### src/rtl/regfile_wb_arbiter.sv
// regfile_wb_arbiter
// Shares the register file's single write port between two writeback sources:
// A (ALU/immediate path) and B (load/multi-cycle unit). Each source has a
// one-entry holding slot. A has fixed priority, but B takes priority once its
// full slot has waited MAX_WAIT cycles without a grant, so B cannot starve.
// Port-side outputs are registered and drive the register file directly.
// A write to R0 is consumed and dropped without touching the port outputs.
// Optional build macro: WB_ARB_STATS_EN adds conflict_cnt, a saturating count
// of the cycles in which both slots were full. Arbitration is identical
// with or without the macro.
`timescale 1ns/1ps

module regfile_wb_arbiter #(
    parameter int DATA_W   = 32,
    parameter int ADDR_W   = 5,
    parameter int MAX_WAIT = 4
) (
    input  logic              clk,
    input  logic              rst_n,
    input  logic              a_valid,
    output logic              a_ready,
    input  logic [ADDR_W-1:0] a_rd,
    input  logic [DATA_W-1:0] a_data,
    input  logic              b_valid,
    output logic              b_ready,
    input  logic [ADDR_W-1:0] b_rd,
    input  logic [DATA_W-1:0] b_data,
    output logic              RegWrite,
    output logic [ADDR_W-1:0] Rd,
    output logic [DATA_W-1:0] Data,
    output logic              grant_b
`ifdef WB_ARB_STATS_EN
    ,
    output logic [15:0]       conflict_cnt
`endif
);

    localparam logic [3:0] MAX_WAIT_C = 4'(MAX_WAIT);

    typedef enum logic {PRI_A, PRI_B} pri_e;

    pri_e              pri_q, pri_d;
    logic [3:0]        age_b_q, age_b_d;

    logic              a_full_q, a_full_d;
    logic [ADDR_W-1:0] a_rd_q, a_rd_d;
    logic [DATA_W-1:0] a_data_q, a_data_d;
    logic              b_full_q, b_full_d;
    logic [ADDR_W-1:0] b_rd_q, b_rd_d;
    logic [DATA_W-1:0] b_data_q, b_data_d;

    logic              wr_q, wr_d;
    logic [ADDR_W-1:0] rd_q, rd_d;
    logic [DATA_W-1:0] data_q, data_d;
    logic              gb_q, gb_d;

    logic              gnt_a, gnt_b;

    // Priority state register and B age counter.
    always_ff @(posedge clk or negedge rst_n) begin
        if (!rst_n) begin
            pri_q   <= PRI_A;
            age_b_q <= 4'd0;
        end else begin
            pri_q   <= pri_d;
            age_b_q <= age_b_d;
        end
    end

    // Grant selection plus next priority state; age saturates at 15.
    always_comb begin
        gnt_a   = 1'b0;
        gnt_b   = 1'b0;
        age_b_d = 4'd0;
        pri_d   = PRI_A;
        if (a_full_q && b_full_q) begin
            if (pri_q == PRI_B) gnt_b = 1'b1;
            else                gnt_a = 1'b1;
        end else if (a_full_q) begin
            gnt_a = 1'b1;
        end else if (b_full_q) begin
            gnt_b = 1'b1;
        end
        if (b_full_q && !gnt_b) begin
            age_b_d = (age_b_q == 4'hF) ? age_b_q : age_b_q + 4'd1;
        end
        if (age_b_d >= MAX_WAIT_C) pri_d = PRI_B;
    end

    // A slot that is being drained this cycle can be refilled at the same edge.
    assign a_ready = !a_full_q || gnt_a;
    assign b_ready = !b_full_q || gnt_b;

    // Next state of both holding slots and of the write-port outputs.
    always_comb begin
        a_full_d = a_full_q;
        a_rd_d   = a_rd_q;
        a_data_d = a_data_q;
        b_full_d = b_full_q;
        b_rd_d   = b_rd_q;
        b_data_d = b_data_q;
        wr_d     = 1'b0;
        rd_d     = rd_q;
        data_d   = data_q;
        gb_d     = 1'b0;

        if (a_valid && a_ready) begin
            a_full_d = 1'b1;
            a_rd_d   = a_rd;
            a_data_d = a_data;
        end else if (gnt_a) begin
            a_full_d = 1'b0;
        end

        if (b_valid && b_ready) begin
            b_full_d = 1'b1;
            b_rd_d   = b_rd;
            b_data_d = b_data;
        end else if (gnt_b) begin
            b_full_d = 1'b0;
        end

        if (gnt_a) begin
            if (a_rd_q != '0) begin
                wr_d   = 1'b1;
                rd_d   = a_rd_q;
                data_d = a_data_q;
            end
        end else if (gnt_b) begin
            gb_d = 1'b1;
            if (b_rd_q != '0) begin
                wr_d   = 1'b1;
                rd_d   = b_rd_q;
                data_d = b_data_q;
            end
        end
    end

    // Slot and write-port registers; reset discards any pending slot contents.
    always_ff @(posedge clk or negedge rst_n) begin
        if (!rst_n) begin
            a_full_q <= 1'b0;
            a_rd_q   <= '0;
            a_data_q <= '0;
            b_full_q <= 1'b0;
            b_rd_q   <= '0;
            b_data_q <= '0;
            wr_q     <= 1'b0;
            rd_q     <= '0;
            data_q   <= '0;
            gb_q     <= 1'b0;
        end else begin
            a_full_q <= a_full_d;
            a_rd_q   <= a_rd_d;
            a_data_q <= a_data_d;
            b_full_q <= b_full_d;
            b_rd_q   <= b_rd_d;
            b_data_q <= b_data_d;
            wr_q     <= wr_d;
            rd_q     <= rd_d;
            data_q   <= data_d;
            gb_q     <= gb_d;
        end
    end

    assign RegWrite = wr_q;
    assign Rd       = rd_q;
    assign Data     = data_q;
    assign grant_b  = gb_q;

`ifdef WB_ARB_STATS_EN
    logic [15:0] cnt_q, cnt_d;

    // Saturating count of cycles in which both slots are full.
    always_comb begin
        cnt_d = cnt_q;
        if (a_full_q && b_full_q && (cnt_q != 16'hFFFF)) cnt_d = cnt_q + 16'd1;
    end

    // Conflict counter register.
    always_ff @(posedge clk or negedge rst_n) begin
        if (!rst_n) cnt_q <= 16'd0;
        else        cnt_q <= cnt_d;
    end

    assign conflict_cnt = cnt_q;
`endif

endmodule

### config.mk
export PLATFORM = sky130hd
export DESIGN_NAME = regfile_wb_arbiter
export DESIGN_NICKNAME = d
export VERILOG_FILES = /design/src/rtl/regfile_wb_arbiter.sv
export SDC_FILE = /design/constraint.sdc
export NUM_CORES = 1
export LEC_CHECK = 0
export CORE_MARGIN = 3
export CORE_UTILIZATION = 54
export DETAILED_ROUTE_END_ITERATION = 8
export GPL_TIMING_DRIVEN = 0
export PLACE_DENSITY = 0.86
export SETUP_SLACK_MARGIN = 0.5
export SYNTH_ARGS = -nofsm -noshare
export SYNTH_HDL_FRONTEND = slang
export SYNTH_SLANG_ARGS = --single-unit
### constraint.sdc
create_clock -name clk -period 3.68 [get_ports clk]
set_input_delay 0.552 -clock clk [delete_from_list [all_inputs] [get_ports clk]]
set_output_delay 0.552 -clock clk [all_outputs]
set_load 0.1 [all_outputs]
==> flow_metrics.py, run 1 <==
metrics = {
    "outcome": {
        "outcome": "finished clean",
    },
    "placement": {
        "place_hpwl_microns": 7340,
        "placed_cells": 540,
        "port_buffers": 118,
        "placed_area_sq_um": 6370,
        "routabilityCongestion": 0.720,
    },
    "clocking": {
        "path_clk_slew_ns": 0.06,
        "cts_tree": "done",
        "cts_inserted_buffers": 17,
        "post-cts-setup-buffer-count": 0,
        "clock_sinks": 120,
        "cts.htree.levels": 4,
        "cts-root-buf": "clkbuf_8",
        "clock_latency_ns": 0.52,
        "clk_path_buf_depth": 2,
    },
    "sta": {
        "slew_viol_final": 0,
        "hold_viol": 0,
        "fmax_mhz": 331,
        "tns_ns": 0,
        "holdWs_ns": 0.468,
        "fin_crit_sh_pct": 82.2,
        "layout_min_cycle_time_ns": 3.03,
        "rsz0062_at_grt": "no",
        "relSlewSlack_pct": 31.4,
        "final.setup_skew_ns": 0.00596,
        "worst_slew_pin_slew_ns": 1.03,
        "finalSetupViolations": 0,
    },
    "grt": {
        "grt_pass1_vias": 3471,
        "gr-total-overflow": 0,
        "grt_max_degree": 91,
        "grt_pass1_wl_microns": 17200,
        "grt_usage_pct": 22.2,
        "antenna_found_initial": 0,
    },
    "floorplan": {
        "rows": 34,
        "start_util_pct": 56.6,
        "core_sq_um": 8890,
        "dieArea_sq_um": 10500,
        "die_y_microns": 103,
        "fp.dieW_microns": 103,
        "io_pins": 119,
    },
    "worst_setup_path": {
        "critical_path_class": "flop to output port",
        "cp-end-kind": "output port",
        "worstPathMaxFanout": 8,
        "required_ns": 3.13,
        "crit_path_start_kind": "flop",
        "cp_data_arrival_time_ns": 2.47,
    },
    "synth": {
        "synth_nets": 392,
        "ys_seq_area_share_pct": 59.7,
        "ys_ff_latch": 120,
        "syn_inst": 313,
        "yosysUniqueCellTypes": 25,
        "synth_area_sq_um": 5030,
        "yosys_warnings": 0,
        "avgSynthCellArea_sq_um": 16.1,
    },
    "power_and_ir_drop": {
        "p_per_area_nw_per_um2": 663,
        "p_total_mw": 4.59,
        "max-vdd-ir-drop_uv": 484,
        "power.leakage_nw": 2.99,
    },
    "drt": {
        "ant_nets": 0,
        "routed-via-count": 3115,
        "post-route-drc-count": 0,
        "drtIter0Drc": 32,
        "drt-total-wl_microns": 10800,
        "wl_per_cell_microns": 18.9,
        "drt-vias-per-instance": 5.45,
        "dr.pass1.iters": 4,
    },
    "cells_and_area": {
        "layout-drive-gt1-share_pct": 42.5,
        "finalNetCount": 531,
        "final_cells": 572,
        "antennaDiodeCount": 0,
        "area_delta_synth_final_pct": 37.7,
        "final_area_sq_um": 6930,
    },
    "worst_hold_path": {
        "hold_class": "primary input to asynchronous set/reset pin",
    },
    "flow_run": {
        "cap_violations": 0,
    },
}
-- routing by layer --
layer | share of wire, % | up-vias | global-route usage (%) | routed length, microns
met2 | 53 | 89 | 37.7 | 5680
met4 | 1.4 | 0 | 7.57 | 156
met1 | 40 | 1607 | 25.6 | 4340
met5 | 0 | - | 0 | 0
li1 | - | 1401 | - | -
met3 | 5.9 | 18 | 8.93 | 639
-- final cells by class --
type / count / area [sq um]
clock inverters: 8 / 45.0
fillers: 546 / 1970
repair buffers: 120 / 1220
well taps: 108 / 135
plain buffers: 14 / 96.3
flip-flops and latches: 120 / 3000
inverters: 1 / 3.75
multi-input cells: 178 / 1930
clock buffers: 23 / 497
-- placed cells by master, fill, tap and decap left out, drive strengths merged, types with 2 or more instances in the layout --
cell           count
mux2             148
clkinv             6
or4                2
nand2b             2
nor2               6
nand2              4
clkdlybuf4s50    117
dfrtp            120
buf               16
clkinvlp           2
clkbuf            23
nand3              3
-- synthesized netlist by cell type --
| master | n | area (sq um) |
|---|---|---|
| inv_1 | 1 | 3.75 |
| mux2_4 | 19 | 285 |
| a211oi_1 | 1 | 7.51 |
| ha_1 | 1 | 12.5 |
| nand2b_1 | 2 | 12.5 |
| or4_1 | 2 | 15.0 |
| nor3_1 | 1 | 5.00 |
| xnor2_1 | 1 | 8.76 |
| dfrtp_1 | 120 | 3000 |
| a31oi_1 | 1 | 6.26 |
| buf_2 | 11 | 55.1 |
| mux2i_1 | 1 | 10.0 |
| nand3_1 | 3 | 15.0 |
| buf_6 | 1 | 11.3 |
| o21ai_1 | 1 | 5.00 |
| nor2_1 | 6 | 22.5 |
| nand3b_1 | 1 | 7.51 |
| o21a_1 | 1 | 7.51 |
| a21oi_1 | 1 | 5.00 |
| o21ba_2 | 1 | 10.0 |
| a21boi_0 | 1 | 7.51 |
| o221ai_2 | 1 | 15.0 |
| nand2_1 | 4 | 15.0 |
| buf_8 | 2 | 30.0 |
| mux2_2 | 129 | 1450 |
-- report_power, final --
group / leakage (nW) / internal, mW / total, mW / switching (mW)
combinational: 1.30 / 0.506 / 1.46 / 0.952
sequential: 1.41 / 1.53 / 1.65 / 0.119
clock: 0.271 / 0.922 / 1.49 / 0.566
total: 2.99 / 2.96 / 4.59 / 1.64
-- logic make-up (layout without fill, tap and decap cells) --
family	after synthesis	after routing	share of synthesized area, %
mux	149	149	34.8
flops	120	120	59.7
simple gates	19	19	1.84
buf+inv	15	166	1.99
compound gates	8	8	1.27
fa+ha+maj	1	1	0.249
xor+xnor	1	1	0.174
-- repair_timing --
action | 4_1_cts | 5_1_grt
hold endpoints to repair | 30 | 0
setup endpoints to repair | 0 | 0
hold buffers | 1 | 0
resized for setup | 0 | 0
-- state kept, by name, summed over array words and instances, names as in the netlist --
register	count
b_full_q	1
a_rd_q	5
a_data_q	32
a_full_q	1
grant_b	1
b_data_q	32
Rd	5
age_b_q	4
RegWrite	1
Data	32
pri_q	1
b_rd_q	5
-- path summary, 6_finish.rpt --
check                      cells past startpoint         start  slack [ns]            to
max                                            2      b_full_q        0.65       b_ready
min                                            2         rst_n        0.47      Data[27]
max reg2reg                                    4         pri_q        1.57   b_data_q[1]
min reg2reg                                    1  b_data_q[20]        0.50  b_data_q[20]
max in group asynchronous                      3         rst_n        2.50   a_data_q[7]
min in group clk                               1  b_data_q[20]        0.50  b_data_q[20]
-- critical path, stage by stage, from the launching register on --
cell             delay (ns)
dfrtp_1                0.44
nand3b_1               0.31
clkdlybuf4s50_1        1.20
-- through the flow --
step / utilization, % / worst slack (ns)
6_report: 77.9 / 0.655
5_1_grt: 77.9 / 0.567
4_1_cts: 77.9 / 0.655
3_5_place_dp: 71.7 / 1.22
3_3_place_gp: 71.4 / -2.51
2_1_floorplan: - / 0.971
Power figures use the tool's default switching activity.
==> inputs of run 2 (changes only) <==
--- a/config.mk
+++ b/config.mk
@@ -6,10 +6,10 @@
 export NUM_CORES = 1
 export LEC_CHECK = 0
 export CORE_MARGIN = 3
-export CORE_UTILIZATION = 54
+export CORE_UTILIZATION = 45
 export DETAILED_ROUTE_END_ITERATION = 8
 export GPL_TIMING_DRIVEN = 0
-export PLACE_DENSITY = 0.86
+export PLACE_DENSITY = 0.76
 export SETUP_SLACK_MARGIN = 0.5
 export SYNTH_ARGS = -nofsm -noshare
 export SYNTH_HDL_FRONTEND = slang
==> constraint.sdc (replaced) <==
create_clock -name clk -period 2.5 [get_ports clk]
set_input_delay 0.375 -clock clk [delete_from_list [all_inputs] [get_ports clk]]
set_output_delay 0.375 -clock clk [all_outputs]
set_load 0.1 [all_outputs]
==> run 2 against run 1 <==
Combinational power grew 45%. Flip-flop and latch count is the same. Total power grew 49%. Non-clock buffer count grew 3. First-iteration DRC count grew 120%. Final cell count grew 5.4%. Highest routed layer unchanged. Wire length grew 0.99%. Die area grew 19%. Critical endpoint is now Data[25]. Critical path depth grew 4.
==> flow_metrics.py, run 2 (synthesis results as in run 1) <==
metrics = {
    "drt": {
        "drt-vias-per-instance": 4.99,
        "post-route-drc-count": 0,
        "routed-via-count": 3011,
        "drt-total-wl_microns": 10900,
        "drtIter0Drc": 70,
        "dr.pass1.iters": 4,
        "ant_nets": 0,
        "wl_per_cell_microns": 18.1,
    },
    "floorplan": {
        "start_util_pct": 47.4,
        "core_sq_um": 10600,
        "dieArea_sq_um": 12500,
        "fp.dieW_microns": 112,
        "io_pins": 119,
        "rows": 37,
        "die_y_microns": 112,
    },
    "grt": {
        "grt_usage_pct": 18.3,
        "antenna_found_initial": 0,
        "gr-total-overflow": 0,
        "grt_pass1_vias": 3448,
        "grt_max_degree": 62,
        "grt_pass1_wl_microns": 17900,
    },
    "sta": {
        "holdWs_ns": 0.407,
        "relSlewSlack_pct": 62.2,
        "fmax_mhz": 519,
        "final.setup_skew_ns": 0.00826,
        "fin_crit_sh_pct": 77.1,
        "worst_slew_pin_slew_ns": 0.568,
        "tns_ns": 0,
        "slew_viol_final": 0,
        "finalSetupViolations": 0,
        "layout_min_cycle_time_ns": 1.93,
        "rsz0062_at_grt": "no",
        "hold_viol": 0,
    },
    "power_and_ir_drop": {
        "p_per_area_nw_per_um2": 963,
        "netSwitchingFraction_pct": 35.6,
        "p_total_mw": 6.83,
        "max-vdd-ir-drop_uv": 663,
        "p_int_mw": 4.40,
        "sequentialPowerShare_pct": 35.4,
        "switchingPower_mw": 2.43,
        "clkPwrFrac_pct": 33.5,
        "pwr-share-comb_pct": 31.1,
        "power.leakage_nw": 3.05,
    },
    "worst_setup_path": {
        "slowest_delay_ns": 0.54,
        "cp_data_arrival_time_ns": 2.31,
        "crit_path_start_kind": "flop",
        "slowest_stage": "or4_4",
        "reg2reg_depth": 6,
        "worstPathMaxFanout": 10,
        "required_ns": 2.89,
        "cp-end-kind": "flop",
        "critical_path_class": "flop to flop",
        "path_cells": "or4_4 -> o221ai_2 -> nand2_2 -> buf_6 -> buf_8 -> mux2_4",
    },
    "clocking": {
        "cts_tree": "done",
        "path_clk_slew_ns": 0.05,
        "cts.htree.levels": 4,
        "clk_path_buf_depth": 2,
        "cts_inserted_buffers": 17,
        "cts-root-buf": "clkbuf_8",
        "clock_latency_ns": 0.51,
        "clock_sinks": 120,
    },
    "cells_and_area": {
        "antennaDiodeCount": 0,
        "final_cells": 603,
        "finalNetCount": 534,
        "area_delta_synth_final_pct": 41.0,
        "layout-drive-gt1-share_pct": 52.2,
        "layout_commonest_cell": "mux2_2",
        "layout_common_cells": "mux2_2, dfrtp_1, clkdlybuf4s50_1",
    },
    "worst_hold_path": {
        "hold_class": "primary input to asynchronous set/reset pin",
    },
    "placement": {
        "placed_cells": 568,
        "place_hpwl_microns": 7400,
        "port_buffers": 118,
        "routabilityCongestion": 0.753,
    },
    "outcome": {
        "outcome": "finished clean",
    },
    "flow_run": {
        "cap_violations": 0,
    },
}
-- run 2: per-layer routing --
metal | vias to the layer above | track usage, % | share of wire [%]
met1 | 1502 | 21.9 | 41
met5 | - | 0 | 0
met3 | 15 | 7.66 | 7.1
met4 | 0 | 4.62 | 1.2
li1 | 1405 | - | -
met2 | 89 | 30.8 | 50
-- run 2: timing repair --
item / in CTS / in global routing
hold buffers: 1 / 0
gates resized for setup: 128 / 8
endpoints found under the setup margin: 71 / 31
hold endpoints to repair: 60 / 0
buffers inserted: 0 / 3
pin swaps: 0 / 0
-- run 2: cell type report --
type | count | area (sq um)
inverter | 1 | 3.75
tap | 136 | 170
fill | 820 | 3510
timing repair buffer | 123 | 1280
buffer | 14 | 125
multi-input combinational | 178 | 1940
clock buffer | 19 | 432
sequential | 120 | 3000
clock inverter | 12 | 129
-- run 2: power by group through the flow --
stage	registers, mW	logic [mW]	clock network, mW
6_report	2.42	2.12	2.29
5_1_grt	2.46	2.20	2.42
4_1_cts	2.42	2.13	2.34
3_5_place_dp	2.45	2.17	0
3_3_place_gp	2.43	2.13	0
2_1_floorplan	3.46	0.543	0
-- run 2: worst paths after layout --
check                              from           end  slack [ns]
max in group asynchronous         rst_n   b_data_q[2]        1.41
min reg2reg                b_data_q[18]  b_data_q[18]        0.50
min                               rst_n  a_data_q[18]        0.41
max                           b_rd_q[3]      Data[25]        0.57
min in group clk             a_data[12]  a_data_q[12]        0.48
max reg2reg                   b_rd_q[3]      Data[25]        0.57
-- run 2: critical path, delay by kind of cell, from the launching register on --
| family | cells | cell delay, ns |
|---|---|---|
| simple gates | 2 | 0.63 |
| flops | 1 | 0.39 |
| buf+inv | 2 | 0.32 |
| mux | 1 | 0.31 |
| compound gates | 1 | 0.15 |
-- run 2: metrics by stage --
stage / setup WS [ns] / area [sq um] / util [%]
after floorplan: 0.0275 / 5060 / -
after global placement: -3.52 / 6410 / 60.5
after detailed placement: 0.158 / 6440 / 60.7
after CTS: 0.431 / 7050 / 66.5
after global routing: 0.500 / 7090 / 66.9
final: 0.572 / 7090 / 66.9
==> inputs of run 3 (changes only) <==
--- a/config.mk
+++ b/config.mk
@@ -6,10 +6,10 @@
 export NUM_CORES = 1
 export LEC_CHECK = 0
 export CORE_MARGIN = 3
-export CORE_UTILIZATION = 45
+export CORE_UTILIZATION = 50
 export DETAILED_ROUTE_END_ITERATION = 8
 export GPL_TIMING_DRIVEN = 0
-export PLACE_DENSITY = 0.76
+export PLACE_DENSITY = 0.8
 export SETUP_SLACK_MARGIN = 0.5
 export SYNTH_ARGS = -nofsm -noshare
 export SYNTH_HDL_FRONTEND = slang
==> constraint.sdc (replaced) <==
create_clock -name clk -period 1.9 [get_ports clk]
set_input_delay 0.285 -clock clk [delete_from_list [all_inputs] [get_ports clk]]
set_output_delay 0.285 -clock clk [all_outputs]
set_load 0.1 [all_outputs]
==> run 3 against run 2 <==
The flow now finishes with violations (negative setup slack). Final cell count rose by 5.1%. Register-to-register slack got worse by 0.60 ns. Global-route usage grew 5.3 points. Final area up 18%. Wire length is 34% higher. Non-clock buffer count rose by 38.
==> flow_metrics.py, run 3 (synthesis results as in run 1) <==
metrics = {
    "clocking": {
        "clock_sinks": 120,
        "cts.htree.levels": 4,
        "clock_latency_ns": 0.52,
        "cts_inserted_buffers": 17,
        "cts-root-buf": "clkbuf_8",
        "cts_tree": "done",
        "path_clk_slew_ns": 0.06,
        "clk_path_buf_depth": 2,
    },
    "sta": {
        "tns_ns": -0.129,
        "fin_crit_sh_pct": 101,
        "relSlewSlack_pct": 64.0,
        "hold_viol": 0,
        "rsz0062_at_grt": "yes",
        "worst_slew_pin_slew_ns": 0.541,
        "fin_ws_ns": -0.0248,
        "fmax_mhz": 520,
        "holdWs_ns": 0.293,
        "final.setup_skew_ns": 0.00478,
        "slew_viol_final": 0,
        "layout_min_cycle_time_ns": 1.92,
        "finalSetupViolations": 14,
    },
    "placement": {
        "routabilityCongestion": 0.759,
        "place_hpwl_microns": 7240,
        "port_buffers": 118,
    },
    "outcome": {
        "outcome": "finished, violations left",
        "violations": "negative setup slack",
    },
    "power_and_ir_drop": {
        "switchingPower_mw": 3.51,
        "max-vdd-ir-drop_uv": 896,
        "clkPwrFrac_pct": 30.8,
        "pwr-share-comb_pct": 36.5,
        "p_int_mw": 6.70,
        "p_per_area_nw_per_um2": 1220,
        "power.leakage_nw": 3.88,
        "sequentialPowerShare_pct": 32.7,
        "netSwitchingFraction_pct": 34.3,
    },
    "drt": {
        "drt-vias-per-instance": 5.40,
        "drtIter0Drc": 122,
        "post-route-drc-count": 0,
        "routed-via-count": 3423,
        "dr.pass1.iters": 4,
        "drt-total-wl_microns": 14700,
        "ant_nets": 0,
        "wl_per_cell_microns": 23.1,
    },
    "floorplan": {
        "die_y_microns": 106,
        "start_util_pct": 52.9,
        "fp.dieW_microns": 106,
        "io_pins": 119,
        "rows": 35,
        "core_sq_um": 9500,
        "dieArea_sq_um": 11300,
    },
    "grt": {
        "grt_max_degree": 66,
        "antenna_found_initial": 0,
        "gr-total-overflow": 0,
        "grt_usage_pct": 23.6,
        "grt_pass1_vias": 3751,
        "grt_pass1_wl_microns": 20200,
    },
    "worst_hold_path": {
        "hold_class": "primary input to asynchronous set/reset pin",
    },
    "worst_setup_path": {
        "required_ns": 2.30,
        "cp_data_arrival_time_ns": 2.33,
        "cp-end-kind": "flop",
        "worstPathMaxFanout": 10,
        "crit_path_start_kind": "flop",
        "critical_path_class": "flop to flop",
    },
    "cells_and_area": {
        "layout_commonest_cell": "dfrtp_1",
        "antennaDiodeCount": 0,
        "layout-drive-gt1-share_pct": 56.8,
        "layout_common_cells": "dfrtp_1, mux2_4, clkdlybuf4s50_1",
        "finalNetCount": 572,
        "area_delta_synth_final_pct": 66.3,
    },
    "flow_run": {
        "cap_violations": 0,
    },
}
run 3: cell types whose count changed in the layout (fill, tap and decap cells not counted), sizes merged:
cell / change
buf: +77
clkdlybuf4s15: -39
clkbuf: +2
clkinvlp: -2
bufinv: +1
clkinv: -1
run 3: repair_timing:
action | CTS | global route
pin swaps | 4 | 1
setup buffers | 22 | 13
hold buffers | 1 | 0
gates resized for setup | 411 | 84
hold endpoints to repair | 55 | 0
cloned | 3 | 3
setup endpoints to repair | 153 | 146
run 3: through the flow:
stage	area (sq um)	setup WS, ns	util (%)	instances	power [mW]
global placement	6410	-4.03	67.5	560	6.01
finish	8360	-0.0248	88.0	634	10.2
CTS	7860	0.00191	82.7	618	9.87
floorplan	5070	-0.570	-	313	5.26
global route	8360	-0.0707	88.0	634	10.5
detailed placement	6440	-0.373	67.8	561	6.06
run 3: power by group through the flow:
stage	clock [mW]	sequential, mW	combinational [mW]
2_1_floorplan	0	4.55	0.717
3_3_place_gp	0	3.20	2.81
3_5_place_dp	0	3.22	2.85
4_1_cts	3.14	3.28	3.45
5_1_grt	3.29	3.38	3.84
6_report	3.14	3.34	3.73
run 3: worst max-delay path, cell delays in order (launching register included):
cell and delay, ns:
dfrtp_1 0.40, or4_4 0.54, o221ai_2 0.15, nand2_2 0.10, buf_8 0.14, buf_8 0.15
mux2_4 0.32
run 3: routing by layer:
layer / routed length (microns) / track usage [%] / share of wire [%]
met5: 0 / 0 / 0
met4: 404 / 7.12 / 2.8
met3: 950 / 8.62 / 6.5
met2: 7670 / 39.5 / 52
met1: 5640 / 28.5 / 38
run 3: cell type report:
class	count	area, sq um
clock inverters	10	128
multi-input cells	178	2270
clock buffers	21	439
well taps	129	161
fillers	390	1140
repair buffers	161	2140
inverters	1	3.75
plain buffers	14	210
flip-flops and latches	120	3010
run 3: path summary, 6_finish.rpt:
check	from	end	slack [ns]	cells past startpoint
max reg2reg	b_rd_q[3]	Rd[0]	-0.02	6
min in group clk	a_data[14]	a_data_q[14]	0.38	2
min reg2reg	a_data_q[3]	a_data_q[3]	0.51	1
min	rst_n	a_data_q[3]	0.29	2
max in group asynchronous	rst_n	a_rd_q[4]	0.92	3
max	b_rd_q[3]	Rd[0]	-0.02	6
